[src/rtl/link_pkg.sv]
// Shared constants and types for the byte-serial memory link.
package link_pkg;

    // Frame length and the phases that matter inside a frame.
    localparam int         FRAME_LEN   = 10;
    localparam logic [3:0] PH_TURN     = 4'd0;
    localparam logic [3:0] PH_CAP0     = 4'd1;
    localparam logic [3:0] PH_CAP_LAST = 4'd4;
    localparam logic [3:0] PH_ISSUE    = 4'd5;
    localparam logic [3:0] PH_RET0     = 4'd6;
    localparam logic [3:0] PH_LAST     = 4'(FRAME_LEN - 1);

    // Value of rw_in that marks a write frame.
    localparam logic RW_WRITE = 1'b1;

    typedef logic [31:0] link_word_t;

    // Request FSM: a local memory transaction is either outstanding or not.
    typedef enum logic {
        IDLE    = 1'b0,
        PENDING = 1'b1
    } req_state_t;

endpackage

[src/rtl/link_shift32.sv]
// Four-byte load/shift register. A shift moves every byte one lane down
// (towards byte 0) and inserts byte_i at byte 3. Used little-endian for
// both capture (bytes arrive lowest first) and return (byte 0 on the pins).
module link_shift32
    import link_pkg::*;
(
    input  logic       clk,
    input  logic       rst_n,
    input  logic       load_i,
    input  link_word_t load_val_i,
    input  logic       shift_i,
    input  logic [7:0] byte_i,
    output link_word_t q_o,
    output link_word_t d_o
);

    link_word_t word_q;
    link_word_t word_d;

    // Next value: load has priority over shift, otherwise hold.
    always_comb begin
        word_d = word_q;
        if (load_i) begin
            word_d = load_val_i;
        end else if (shift_i) begin
            word_d = {byte_i, word_q[31:8]};
        end
    end

    // Word register with synchronous clear.
    always_ff @(posedge clk) begin
        if (!rst_n) begin
            word_q <= '0;
        end else begin
            word_q <= word_d;
        end
    end

    assign q_o = word_q;
    assign d_o = word_d;

endmodule

[src/rtl/link_responder.sv]
// Target side of the byte-serial memory link. Runs a free 10-phase frame
// counter in lockstep with the initiator, captures address/write data in
// ph1-4, issues one local memory request at ph5 and returns read data on
// the shared pins in ph6-9.
//
// Local memory handshake: mem_req rises with mem_addr/mem_we/mem_wdata
// stable and stays high until the cycle in which mem_ack is sampled high;
// mem_ack is a one-cycle strobe, ignored while mem_req is low, and for a
// read it qualifies mem_rdata in that same cycle.
module link_responder
    import link_pkg::*;
#(
    parameter int RD_TIMEOUT_PH = 5
) (
    input  logic       clk,
    input  logic       rst_n,
    input  logic [7:0] addr_in,
    input  logic [7:0] data_in,
    input  logic       rw_in,
    output logic [7:0] data_out,
    output logic       data_oe,
    output logic       mem_req,
    output logic       mem_we,
    output link_word_t mem_addr,
    output link_word_t mem_wdata,
    input  link_word_t mem_rdata,
    input  logic       mem_ack,
    output logic       overrun,
    output logic [3:0] dbg_ph_o,
    output req_state_t dbg_state_o
);

    logic [3:0] ph_q;
    req_state_t state_q;
    logic       mem_req_q;
    logic       mem_we_q;
    link_word_t mem_addr_q;
    link_word_t mem_wdata_q;
    logic       rw_cap_q;
    logic       own_q;      // outstanding request was issued by the current frame
    logic       data_oe_q;
    logic       overrun_q;

    logic       capture;
    logic       ack_take;
    logic       rd_hit;
    link_word_t addr_cap_q, addr_cap_d;
    link_word_t wdata_cap_q, wdata_cap_d;
    link_word_t ret_q, ret_d;
    logic       unused_bits;

    // Capture window, ack acceptance and on-time read completion.
    assign capture  = (ph_q >= PH_CAP0) && (ph_q <= PH_CAP_LAST);
    assign ack_take = mem_ack && (state_q == PENDING);
    assign rd_hit   = ack_take && own_q && !mem_we_q
                      && (int'(ph_q) <= RD_TIMEOUT_PH);

    link_shift32 u_addr_cap (
        .clk        (clk),
        .rst_n      (rst_n),
        .load_i     (1'b0),
        .load_val_i ('0),
        .shift_i    (capture),
        .byte_i     (addr_in),
        .q_o        (addr_cap_q),
        .d_o        (addr_cap_d)
    );

    link_shift32 u_wdata_cap (
        .clk        (clk),
        .rst_n      (rst_n),
        .load_i     (1'b0),
        .load_val_i ('0),
        .shift_i    (capture),
        .byte_i     (data_in),
        .q_o        (wdata_cap_q),
        .d_o        (wdata_cap_d)
    );

    // Read buffer: loaded at the edge entering ph6 (zeros if the data is not
    // in time or the frame is a write), then shifted one byte per phase.
    link_shift32 u_ret (
        .clk        (clk),
        .rst_n      (rst_n),
        .load_i     (ph_q == PH_ISSUE),
        .load_val_i (rd_hit ? mem_rdata : '0),
        .shift_i    (ph_q >= PH_RET0),
        .byte_i     (8'h00),
        .q_o        (ret_q),
        .d_o        (ret_d)
    );

    // Capture registers are consumed through their next-state value (the last
    // byte arrives on the issue edge); the return path only needs its register.
    assign unused_bits = ^{addr_cap_q, wdata_cap_q, ret_d};

    // Phase counter, request FSM, pin direction and overrun pulses.
    always_ff @(posedge clk) begin
        if (!rst_n) begin
            ph_q        <= PH_TURN;
            state_q     <= IDLE;
            mem_req_q   <= 1'b0;
            mem_we_q    <= 1'b0;
            mem_addr_q  <= '0;
            mem_wdata_q <= '0;
            rw_cap_q    <= 1'b0;
            own_q       <= 1'b0;
            data_oe_q   <= 1'b0;
            overrun_q   <= 1'b0;
        end else begin
            ph_q      <= (ph_q == PH_LAST) ? PH_TURN : ph_q + 4'd1;
            overrun_q <= 1'b0;

            if (ph_q == PH_CAP0) begin
                rw_cap_q <= rw_in;
            end

            // An accepted ack retires the request whatever the phase.
            if (ack_take) begin
                state_q   <= IDLE;
                mem_req_q <= 1'b0;
            end

            // Edge entering ph5: issue, or drop the frame if still busy. A
            // coincident ack has already freed the slot above.
            if (ph_q == PH_CAP_LAST) begin
                if ((state_q == IDLE) || ack_take) begin
                    state_q     <= PENDING;
                    mem_req_q   <= 1'b1;
                    mem_we_q    <= (rw_cap_q == RW_WRITE);
                    mem_addr_q  <= addr_cap_d;
                    mem_wdata_q <= wdata_cap_d;
                    own_q       <= 1'b1;
                end else begin
                    own_q     <= 1'b0;
                    overrun_q <= 1'b1;
                end
            end

            // Edge entering ph6: take the pins for a read frame; flag missing data.
            if (ph_q == PH_ISSUE) begin
                data_oe_q <= (rw_cap_q != RW_WRITE);
                if ((rw_cap_q != RW_WRITE) && !rd_hit) begin
                    overrun_q <= 1'b1;
                end
            end

            // Edge entering ph0: release the pins for the turnaround cycle.
            if (ph_q == PH_LAST) begin
                data_oe_q <= 1'b0;
            end
        end
    end

    assign data_out    = ret_q[7:0];
    assign data_oe     = data_oe_q;
    assign mem_req     = mem_req_q;
    assign mem_we      = mem_we_q;
    assign mem_addr    = mem_addr_q;
    assign mem_wdata   = mem_wdata_q;
    assign overrun     = overrun_q;
    assign dbg_ph_o    = ph_q;
    assign dbg_state_o = state_q;

endmodule

[config.mk]
export PLATFORM = sky130hd
export DESIGN_NAME = link_responder
export DESIGN_NICKNAME = d
export VERILOG_FILES = /design/src/rtl/link_pkg.sv /design/src/rtl/link_shift32.sv /design/src/rtl/link_responder.sv
export SDC_FILE = /design/constraint.sdc
export NUM_CORES = 1
export LEC_CHECK = 0
export BUFFER_PORTS_ARGS = -buffer_cell sky130_fd_sc_hd__buf_2
export CORE_MARGIN = 2
export CORE_UTILIZATION = 49
export CTS_CLUSTER_SIZE = 28
export DETAILED_ROUTE_END_ITERATION = 12
export PLACE_DENSITY = 0.75
export SYNTH_ARGS = -nofsm -noshare
export SYNTH_HDL_FRONTEND = slang
export SYNTH_SLANG_ARGS = --single-unit
[constraint.sdc]
create_clock -name clk -period 1.5 [get_ports clk]
set_clock_uncertainty 0.05 [all_clocks]
set_input_delay 0.3 -clock clk [delete_from_list [all_inputs] [get_ports clk]]
set_output_delay 0.3 -clock clk [all_outputs]
set_load 0.1 [all_outputs]
# Word-level counts from Yosys, hierarchy flattened
# Cells that the tools add are included.
[totals]
out_inout_bits = 81
regBits = 171
wordCells = 53
[classes]
eq_ne = 4
magnitude_cmp = 4
add_sub_neg = 1
n_reduce_logical = 12
n_bitwise = 3
mux = 16
[ops]
columns = ["operator", "count"]
rows = [
  ["32-bit 2-to-1 mux", 5],
  ["1-bit 2-to-1 mux", 11],
  ["4-bit by 3-bit == test with 1-bit output, second input constant", 2],
  ["4-bit by 3-bit <= comparator with 1-bit output, second input constant", 2],
  ["1-bit logical AND", 6],
  ["4-bit by 1-bit adder with 4-bit output, second input constant", 1],
  ["4-bit by 1-bit == test with 1-bit output, second input constant", 1],
  ["4-bit == test, second input constant", 1],
  ["4-bit by 1-bit >= comparator with 1-bit output, second input constant", 1],
  ["4-bit by 3-bit >= comparator with 1-bit output, second input constant", 1],
  ["1-bit inverter", 3],
  ["1-bit logical NOT", 2],
  ["2-bit AND reduction", 1],
  ["2-bit nonzero test", 1],
  ["2-bit OR reduction", 1],
  ["1-bit logical OR", 1],
]

# Logic depth before layout (Yosys ltp)
# Gate-level depths: netlist of run 1.
[logic_depth]
depth_word = 8
mapped_depth = 8
mapped_depth_nobuf = 5

# Modules after synthesis
# Synthesis of run 1 repeated with hierarchy kept, for this count alone.
[hier_totals]
hier_cells = 912
hier_area_um2 = 8371.8
[modules_own_cells]
columns = ["module", "area_per_inst_um2", "n_inst", "cells_per_inst"]
rows = [
  ["link_shift32", 1686.6, 3, 178],
  ["link_responder", 3311.9, 1, 378],
]

# Least setup slack after synthesis of run 1
# OpenSTA, ideal clock, no wires.
[synth_timing]
path_type = "register to register"
from = "register ph_q[1], in the netlist dbg_ph_o[1]"
to = "register u_ret.word_q[10], in the netlist u_ret.q_o[10]"
path_stages_with_launch = 9
required_ps = 1376
synth_period_minus_slack_ps = 2429
t_arrival_ps = 2305
path_slack_ps = -929
setup_time_ps = 74
path_cell_list = "dfxtp_1 -> inv_1 -> ha_1 -> buf_6 -> o21a_4 -> or2_1 -> buf_6 -> buf_6 -> a31oi_1"
[synth_between]
elab_chain_len = 4
[synth_lines]
columns = ["item", "line_no", "source"]
rows = [
  ["start: declaration", "link_responder.sv:33", "logic [3:0] ph_q;"],
  ["start signal: assignment", "link_responder.sv:111", "ph_q <= (ph_q == PH_LAST) ? PH_TURN : ph_q + 4'd1;"],
  ["4-bit by 3-bit <= comparator with 1-bit output", "link_responder.sv:56", "&& (int'(ph_q) <= RD_TIMEOUT_PH);"],
  ["1-bit logical AND", "link_responder.sv:56", ""],
  ["32-bit 2-to-1 mux", "link_responder.sv:86", ".load_val_i (rd_hit ? mem_rdata : '0),"],
  ["32-bit 2-to-1 mux", "link_shift32.sv:23", "if (load_i) begin"],
  ["end signal: assignment", "link_shift32.sv:35", "word_q <= word_d;"],
  ["end: declaration", "link_shift32.sv:17", "link_word_t word_q;"],
]
# Several ways; a longest one is shown, not always the timed one.
# A chain may end at the register's enable or synchronous reset.

# Worst setup path in the final report of run 1
[layout_timing]
from = "register ph_q[1], in the netlist dbg_ph_o[1]"
to = "register mem_addr_q[17], in the netlist mem_addr[17]"
[layout_between]
elab_chain_len = 3
[layout_lines]
columns = ["item", "line_no", "source"]
rows = [
  ["4-bit by 1-bit >= comparator with 1-bit output / 4-bit by 3-bit <= comparator with 1-bit output (equally long branches)", "link_responder.sv:53", "assign capture = (ph_q >= PH_CAP0) && (ph_q <= PH_CAP_LAST);"],
  ["1-bit logical AND", "link_responder.sv:53", ""],
  ["32-bit 2-to-1 mux", "link_shift32.sv:25", "end else if (shift_i) begin"],
  ["end signal: assignment", "link_responder.sv:131", "mem_addr_q <= addr_cap_d;"],
  ["end: declaration", "link_responder.sv:37", "link_word_t mem_addr_q;"],
]
# Several ways; a longest one is shown, not always the timed one.

==> impl_metrics.json, run 1 <==
{
  "status": "finished, violations left",
  "violations": "setup timing",
  "synthesis.nets": 773,
  "period_minus_slack_ns": 1.65,
  "muxShareOfSynthArea_pct": 7.49,
  "wl_per_cell_microns": 19.8,
  "postRouteAntennaNets": 0,
  "fmax_mhz": 605,
  "slew_violations": 0,
  "rrSetupSlack_ns": -0.15,
  "drt_iter0_markers": 534,
  "die_y_microns": 120,
  "root_buffer": "clkbuf_16",
  "hold_slack_ns": 0.0866,
  "slew-limit-headroom_pct": 75.8,
  "synth_top_area_share_pct": 47.4,
  "drt-total-wl_microns": 20300,
  "coreArea_sq_um": 13100,
  "power_leakage_uw": 0.00370,
  "critPathArrivalTime_ns": 1.89,
  "vias": 6070,
  "first_pass_iters": 7,
  "drc": 0,
  "synth_area_sq_um": 6550,
  "yosysTopAreaCell": "dfxtp_1",
  "grt_pass1_wl_microns": 27800,
  "cp_max_fo": 43,
  "synth_top_family_by_area": "compound AO/OA/AOI/OAI gates",
  "grt_usage_pct": 24.2,
  "grt-ovfl-total": 0,
  "holdPathEnd": "mem_addr[28]",
  "post-route-util_pct": 71.6,
  "synth-xor-area-share_pct": 0,
  "cap_violations": 0,
  "hp-class": "primary input to register",
  "yosysWarnings": 0,
  "initial_core_util_pct": 49.9,
  "grt_max_degree": 44,
  "cts_tree": "done",
  "reg2reg_depth": 6,
  "grt_pass1_vias": 5547,
  "cts_made_buffers": 17,
  "tightest_slew_ns": 0.363,
  "synth_cell_type_count": 35,
  "synth_compound_area_share_pct": 20.1,
  "placed_area_sq_um": 7430,
  "finalSetupViolCount": 85,
  "netlist_top_cells_area": "dfxtp_1, mux2i_1, nand3_1",
  "start_kind": "register",
  "rows": 42,
  "post-dp-hpwl_microns": 10300,
  "viasPerCell": 5.92,
  "cts_sinks": 155,
  "final.setup.worst_slack_ns": -0.152,
  "period_share_pct": 110,
  "worstHoldPathCells": 3,
  "crit_type": "register to register",
  "insertion_delay_ns": 0.43,
  "clkTransAtPathRegs_ns": 0.06,
  "area_delta_synth_final_pct": 43.6,
  "routabilityCongestion": 0.881,
  "dieArea_sq_um": 14300,
  "cts-htree-levels": 4,
  "post_synth_and_or_nand_nor_area_fraction_pct": 16.0,
  "ys_ff_latch": 155,
  "rsz0062_at_grt": "yes",
  "min_from": "addr_in[4]",
  "syn_avg_cell_area_sq_um": 9.12,
  "synthCells": 718,
  "io-pin-count": 133,
  "totalNegativeSetupSlack_ns": -2.89,
  "cts_buffer_depth": 2,
  "r2r_end": "mem_addr[17]",
  "power_density_nw_per_um2": 1140,
  "cp.required_ns": 1.74,
  "die_x_microns": 120,
  "power_uw": 10700,
  "postLayoutCellArea_sq_um": 9410,
  "r2r_start": "dbg_ph_o[1]",
  "finalNetCount": 891,
  "antenna_cells": 0,
  "hold_viol_final": 0,
  "io_buffers": 132,
  "drive_gt1_share_pct": 39.7,
  "cp-end-kind": "register",
  "ir_worst_vdd_mv": 0.763,
  "antenna_found_initial": 0,
  "ys_seq_area_share_pct": 47.4,
  "synthAdderAreaFrac_pct": 0.573
}
==> worst max path at each step <==
stage,start,end,slack [ns],cells past startpoint
2_1_floorplan,dbg_ph_o[1],u_ret.q_o[10],-0.29,8
3_3_place_gp,dbg_ph_o[0],u_addr_cap.q_o[30],-0.09,6
3_5_place_dp,dbg_ph_o[0],u_addr_cap.q_o[21],-0.16,6
4_1_cts,dbg_ph_o[1],u_wdata_cap.q_o[28],-0.06,7
5_1_grt,dbg_ph_o[0],mem_addr[17],-0.18,6
6_report,dbg_ph_o[1],mem_addr[17],-0.15,6
==> cells in the mapped netlist <==
cell	instances
buf_2	24
o31ai_1	24
and2b_1	1
ha_1	3
and2_1	1
nand3_1	89
nor3b_1	10
o21ai_0	67
dfxtp_1	155
clkbuf_1	39
a21oi_1	3
or2_1	1
nor2b_1	1
and3b_1	2
nand2_1	94
a21boi_0	33
o32ai_1	1
nand2b_1	3
o21ai_1	1
and3_1	8
nand3b_1	4
and4b_1	1
buf_4	11
buf_1	2
o21a_4	1
mux2i_1	49
a31oi_1	25
nor2b_4	1
a211oi_2	1
buf_6	6
buf_12	6
nor2_1	3
inv_1	3
o21a_1	9
a21boi_1	36
==> report_power, final <==
part           total, uW  internal (uW)  switching, uW  leakage, uW
Sequential          4410           4280            134      0.00126
Clock               4700           2970           1720     0.000316
Combinational       1560            669            896      0.00213
==> worst max-delay path, cell delays in order, from the launching register on <==
cell,delay (ns)
dfxtp_4,0.36
inv_4,0.07
ha_4,0.18
nand3b_1,0.18
buf_12,0.23
o21ai_0,0.32
a21boi_1,0.13
==> cell families (layout without fill, tap and decap cells) <==
family	Yosys count	count (layout)
AND/OR/NAND/NOR	219	219
multiplexers	49	49
adder cells (fa/ha/maj)	3	3
AO/OA/AOI/OAI	201	201
flip-flops	155	155
buffers and inverters	91	222
==> placed cells by master (no fill, tap or decap), types with 4 or more instances in the layout <==
master     count
dfxtp_1      149
nand2_1       94
buf_4         86
nand3_2       52
buf_2         50
a21boi_1      49
mux2i_1       48
o21ai_0       35
nand3_1       28
clkbuf_16     28
o31ai_1       23
buf_12        22
a31oi_1       21
o21ai_1       20
a21boi_2      17
o21ai_2       13
nor3b_1       10
nand3_4        9
o21a_1         9
buf_6          9
and3_4         5
buf_16         5
buf_8          5
dfxtp_4        5
nand3b_1       4
a31oi_2        4
bufinv_16      4
==> layout make-up <==
class                      instances  area, sq um
fill                             905         3730
inverter                           3         13.8
multi-input combinational        472         3500
timing repair buffer             187         1900
clock buffer                      22          485
clock inverter                    10          160
tap                              176          220
sequential                       155         3120
==> layer usage <==
metal	wire, microns	vias to the layer above	share of wire [%]	GRT usage, %
met2	9900	298	49	40.0
met5	0	-	0	0
met3	1380	57	6.8	5.37
li1	-	2782	-	-
met1	8380	2933	41	31.1
met4	637	0	3.1	8.82
==> registers in the layout (all words and copies together), names as in the netlist <==
signal / count
mem_we: 1
mem_req: 1
dbg_ph_o: 4
mem_addr: 32
overrun: 1
dbg_state_o: 1
data_oe: 1
u_addr_cap.q_o: 24
rw_cap_q: 1
u_wdata_cap.q_o: 24
mem_wdata: 32
own_q: 1
u_ret.q_o: 32
==> timing repair <==
item	4_1_cts	5_1_grt
buffers inserted	5	6
gates cloned	5	13
pin swaps	4	83
setup endpoints to repair	183	122
hold buffers	0	0
resized for setup	103	172
==> metrics by stage <==
stage | instances | setup slack [ns]
CTS | 1006 | -0.0611
global placement | 964 | -0.0884
global route | 1025 | -0.184
finish | 1025 | -0.152
floorplan | 718 | -0.291
detailed placement | 964 | -0.157
Note: power is estimated with default switching activity, not from simulation.
==> run 2, diff against run 1 <==
Settings changed: CORE_MARGIN 2 to 5.
==> impl_metrics.json, run 2 (synthesized netlist as in run 1, its figures left out) <==
{
  "period_minus_slack_ns": 1.67,
  "start_kind": "register",
  "antenna_found_initial": 0,
  "vias": 6105,
  "violations": "setup timing",
  "crit_type": "register to register",
  "drt-total-wl_microns": 20700,
  "cts_tree": "done",
  "viasPerCell": 5.94,
  "die_y_microns": 126,
  "drc": 0,
  "insertion_delay_ns": 0.43,
  "p_sw_share_pct": 25.5,
  "hold_viol_final": 0,
  "totalNegativeSetupSlack_ns": -6.20,
  "clock_power_share_pct": 44.6,
  "postRouteAntennaNets": 0,
  "power_leakage_uw": 0.00373,
  "cp_max_fo": 7,
  "netSwitchingPower_uw": 2750,
  "routabilityCongestion": 0.837,
  "finalNetCount": 894,
  "p_comb_share_pct": 14.6,
  "grt_pass1_vias": 5710,
  "grt_usage_pct": 21.9,
  "cts_buffer_depth": 2,
  "worstHoldPathCells": 3,
  "initial_core_util_pct": 49.7,
  "cp-end-kind": "register",
  "cts_sinks": 155,
  "coreArea_sq_um": 13200,
  "status": "finished, violations left",
  "clkTransAtPathRegs_ns": 0.06,
  "hp-class": "primary input to register",
  "ir_worst_vdd_mv": 0.801,
  "die_x_microns": 126,
  "grt-ovfl-total": 0,
  "cap_violations": 0,
  "critPathArrivalTime_ns": 1.95,
  "cp.required_ns": 1.78,
  "slew-limit-headroom_pct": 77.0,
  "cts_hold_buf": 0,
  "final.setup.worst_slack_ns": -0.169,
  "rsz0062_at_grt": "yes",
  "cts-htree-levels": 4,
  "hold_slack_ns": 0.0872,
  "area_delta_synth_final_pct": 42.9,
  "fin_cells": 1028,
  "dp_slack_ns": -0.161,
  "grt_max_degree": 62,
  "period_share_pct": 111,
  "cts_made_buffers": 17,
  "dieArea_sq_um": 15800,
  "fmax_mhz": 599,
  "rows": 42,
  "slew_violations": 0,
  "io_buffers": 132,
  "root_buffer": "clkbuf_16",
  "antenna_cells": 0,
  "intPower_uw": 8050,
  "seqPwrFrac_pct": 40.8,
  "final_cell_mix": "dfxtp_1, nand2_1, buf_4, nand3_1, a21boi_1",
  "power_density_nw_per_um2": 1150,
  "post-dp-hpwl_microns": 10800,
  "drt_iter0_markers": 609,
  "rrSetupSlack_ns": -0.17,
  "wl_per_cell_microns": 20.1,
  "layout_commonest_cell": "dfxtp_1",
  "first_pass_iters": 8,
  "post-route-util_pct": 71.0,
  "grt_pass1_wl_microns": 28400,
  "placed_cells": 964,
  "io-pin-count": 133,
  "tightest_slew_ns": 0.345,
  "finalSetupViolCount": 97,
  "reg2reg_depth": 6,
  "drive_gt1_share_pct": 37.3
}
==> run 2: path summary, 6_finish.rpt <==
check                                      endpoint                 from
worst max-delay path             u_addr_cap.q_o[21]          dbg_ph_o[0]
worst min-delay path                   u_ret.q_o[4]         mem_rdata[4]
worst max register to register   u_addr_cap.q_o[21]          dbg_ph_o[0]
worst min register to register  u_wdata_cap.q_o[10]  u_wdata_cap.q_o[10]
==> run 2: routing by layer <==
metal	vias to the layer above	track usage, %	wire [microns]
li1	2774	-	-
met1	2989	26.9	8250
met2	281	36.8	10500
met3	61	4.87	1250
met4	0	9.57	646
met5	-	0	0
==> run 2: critical path: stages (launching register included) <==
cell and delay, ns:
dfxtp_4 0.38, inv_4 0.04, ha_4 0.17, a211oi_4 0.24, buf_6 0.23, clkbuf_16 0.19
mux2i_1 0.27
==> run 2: cell type report <==
cell class              instances  area (sq um)
repair buffers                190          1970
clock inverters                11           186
clock buffers                  21           470
fillers                       895          3830
inverters                       3          16.3
well taps                     176           220
flip-flops and latches        155          3120
multi-input cells             472          3380
==> run 2: power by group through the flow <==
stage	Combinational (uW)	Clock, uW	Sequential [uW]
finish	1580	4810	4410
global route	1640	4990	4420
CTS	1300	4810	4380
detailed placement	1160	0	4460
global placement	1130	0	4460
floorplan	769	0	4650
==> run 2: repair_timing <==
action	CTS	global route
setup endpoints to repair	164	138
pin swaps	2	63
resized for setup	122	136
cloned	5	12
setup buffers	4	11
==> run 2: metrics by stage <==
step,area [sq um],power [uW]
after global routing,9360,11000
final,9360,10800
after CTS,8540,10500
after detailed placement,7460,5630
after global placement,7460,5590
after floorplan,6640,5420
==> run 3, diff against run 2 <==
Settings changed: ABC_AREA set to 1, CORE_UTILIZATION 49 to 50, PLACE_DENSITY 0.75 to 0.76.
==> impl_metrics.json, run 3 <==
{
  "status": "finished, violations left",
  "violations": "setup timing",
  "seqPwrFrac_pct": 42.6,
  "hold_slack_ns": 0.0830,
  "crit_type": "register to register",
  "cp.required_ns": 1.78,
  "insertion_delay_ns": 0.43,
  "antenna_cells": 0,
  "synthCells": 960,
  "cts_hold_buf": 0,
  "wl_per_cell_microns": 14.7,
  "postLayoutCellArea_sq_um": 9600,
  "finalSetupViolCount": 68,
  "grt_usage_pct": 21.9,
  "die_x_microns": 128,
  "ys_top_cells_by_count": "dfxtp_1, nand3_1, nand2_1, nor2_1, a21oi_1",
  "totalNegativeSetupSlack_ns": -2.54,
  "finalNetCount": 1148,
  "n_fill_cell": 1100,
  "slew_violations": 0,
  "post-synth-top-count-cell": "dfxtp_1",
  "critPathMostFrequentCell": "buf_6",
  "die_y_microns": 128,
  "cts_sinks": 171,
  "clock_power_share_pct": 36.9,
  "hold_viol_final": 0,
  "cp_slowest_cell": "dfxtp_4",
  "grt_pass1_wl_microns": 29500,
  "drt-total-wl_microns": 18900,
  "dieArea_sq_um": 16500,
  "multi_input_area_sq_um": 3240,
  "synthesis.nets": 1015,
  "io_buffers": 132,
  "p_comb_share_pct": 20.4,
  "vias": 6759,
  "postRouteAntennaNets": 0,
  "hp-class": "primary input to register",
  "final_cell_mix": "dfxtp_1, nand2_1, nand3_1, nor2_1, buf_4",
  "ys_ff_latch": 171,
  "yosysWarnings": 0,
  "drive_gt1_share_pct": 28.3,
  "critPathBufInv": 5,
  "io-pin-count": 133,
  "cts_buffer_depth": 2,
  "critPathArrivalTime_ns": 1.89,
  "rows": 43,
  "netSwitchingPower_uw": 3520,
  "viasPerCell": 5.26,
  "post-route-util_pct": 69.4,
  "drt_iter0_markers": 519,
  "synth_top_area_share_pct": 48.9,
  "layout_commonest_cell": "dfxtp_1",
  "ir_worst_vdd_mv": 0.929,
  "yosysTopAreaCell": "dfxtp_1",
  "fmax_mhz": 620,
  "slew-limit-headroom_pct": 80.1,
  "cap_violations": 0,
  "ys_seq_area_share_pct": 48.9,
  "async_flop_share_pct": 0,
  "area_delta_synth_final_pct": 37.0,
  "grt_pass1_vias": 6187,
  "grt-ovfl-total": 0,
  "critPathMaxStageDelay_ns": 0.36,
  "cts_made_buffers": 17,
  "cp-end-kind": "register",
  "drc": 0,
  "netlist_top_cells_area": "dfxtp_1, nand3_1, nand2_1",
  "grt_max_degree": 57,
  "cts-htree-levels": 4,
  "cts_tree": "done",
  "start_kind": "register",
  "final.setup.worst_slack_ns": -0.112,
  "placed_area_sq_um": 8250,
  "intPower_uw": 8000,
  "rrSetupSlack_ns": -0.11,
  "period_share_pct": 107,
  "clkTransAtPathRegs_ns": 0.07,
  "ys.flop_type": "dfxtp_1",
  "crit_chain": "inv_2 > ha_4 > nand3_4 > nor2_4 > buf_12 > buf_6 > buf_6 > nand3_2 > nand2_1 > inv_1",
  "p_sw_share_pct": 30.6,
  "first_pass_iters": 5,
  "synth_edf_count": 0,
  "crit_family": "buffers and inverters",
  "syn_avg_cell_area_sq_um": 7.30,
  "routabilityCongestion": 0.792,
  "tightest_slew_ns": 0.301,
  "power_leakage_uw": 0.00428,
  "post-dp-hpwl_microns": 11500,
  "rsz0062_at_grt": "yes",
  "coreArea_sq_um": 13800,
  "initial_core_util_pct": 50.7,
  "power_density_nw_per_um2": 1200,
  "root_buffer": "clkbuf_16",
  "cp_max_fo": 8,
  "synth_cell_type_count": 22,
  "register_area_sq_um": 3440,
  "period_minus_slack_ns": 1.61,
  "synth_area_sq_um": 7010,
  "antenna_found_initial": 0
}
-- run 3: cell count changes in the layout (fill, tap and decap cells not counted), sizes merged, moves of 68 or more --
cell and delta:
inv +73, nand2 +68, nand3 +82, a21boi -69, nor2 +135, a21oi +101
-- run 3: kinds of logic (layout without fill, tap and decap cells) --
family,Yosys count,after routing,share of synthesized area (%)
AO/OA/AOI/OAI,132,132,9.47
XOR/XNOR,1,1,0.125
adder cells (fa/ha/maj),3,3,0.536
buffers and inverters,156,302,9.82
flip-flops,171,171,48.9
AND/OR/NAND/NOR,497,497,31.2
-- run 3: path summary, 6_finish.rpt --
check / from / to / cells after the start
worst max-delay path: dbg_ph_o[0] / mem_wdata[18] / 10
worst min-delay path: mem_rdata[15] / u_ret.q_o[15] / 3
worst max register to register: dbg_ph_o[0] / mem_wdata[18] / 10
worst min register to register: u_wdata_cap.q_o[1] / u_wdata_cap.q_o[1] / 2
-- run 3: metrics by stage --
| stage | total power, uW | setup WS, ns | cells |
|---|---|---|---|
| 2_1_floorplan | 6550 | -0.114 | 960 |
| 3_3_place_gp | 7010 | -0.0272 | 1240 |
| 3_5_place_dp | 7030 | -0.0318 | 1240 |
| 4_1_cts | 11400 | -0.0727 | 1278 |
| 5_1_grt | 12000 | -0.153 | 1286 |
| 6_report | 11500 | -0.112 | 1286 |
-- run 3: power groups by stage --
| stage | Clock [uW] | Sequential [uW] | Combinational [uW] |
|---|---|---|---|
| floorplan | 0 | 5590 | 966 |
| global placement | 0 | 4980 | 2030 |
| detailed placement | 0 | 4990 | 2040 |
| CTS | 4310 | 4890 | 2160 |
| global route | 4550 | 4930 | 2510 |
| finish | 4260 | 4910 | 2360 |
-- run 3: timing repair --
item,4_1_cts,5_1_grt
hold endpoints to repair,0,0
setup endpoints to repair,161,146
pin swaps,3,13
cloned,2,4
buffers inserted,5,4
resized for setup,92,79
-- run 3: layer usage --
layer | track usage, % | wire length [microns] | vias to the layer above
met4 | 7.37 | 318 | 0
li1 | - | - | 3373
met5 | 0 | 0 | -
met2 | 35.3 | 9420 | 204
met3 | 5.56 | 1140 | 27
met1 | 28.9 | 8050 | 3155
-- run 3: cell type report --
type	count	area share, %
inverters	77	3.09
clock inverters	10	0.926
clock buffers	22	5.05
flip-flops and latches	171	35.9
well taps	180	2.35
multi-input cells	633	33.7
repair buffers	193	19.0
-- run 3: worst min-delay path, stage by stage --
cell and delay [ns]:
buf_2 0.09, nand3_1 0.06, a21oi_1 0.06
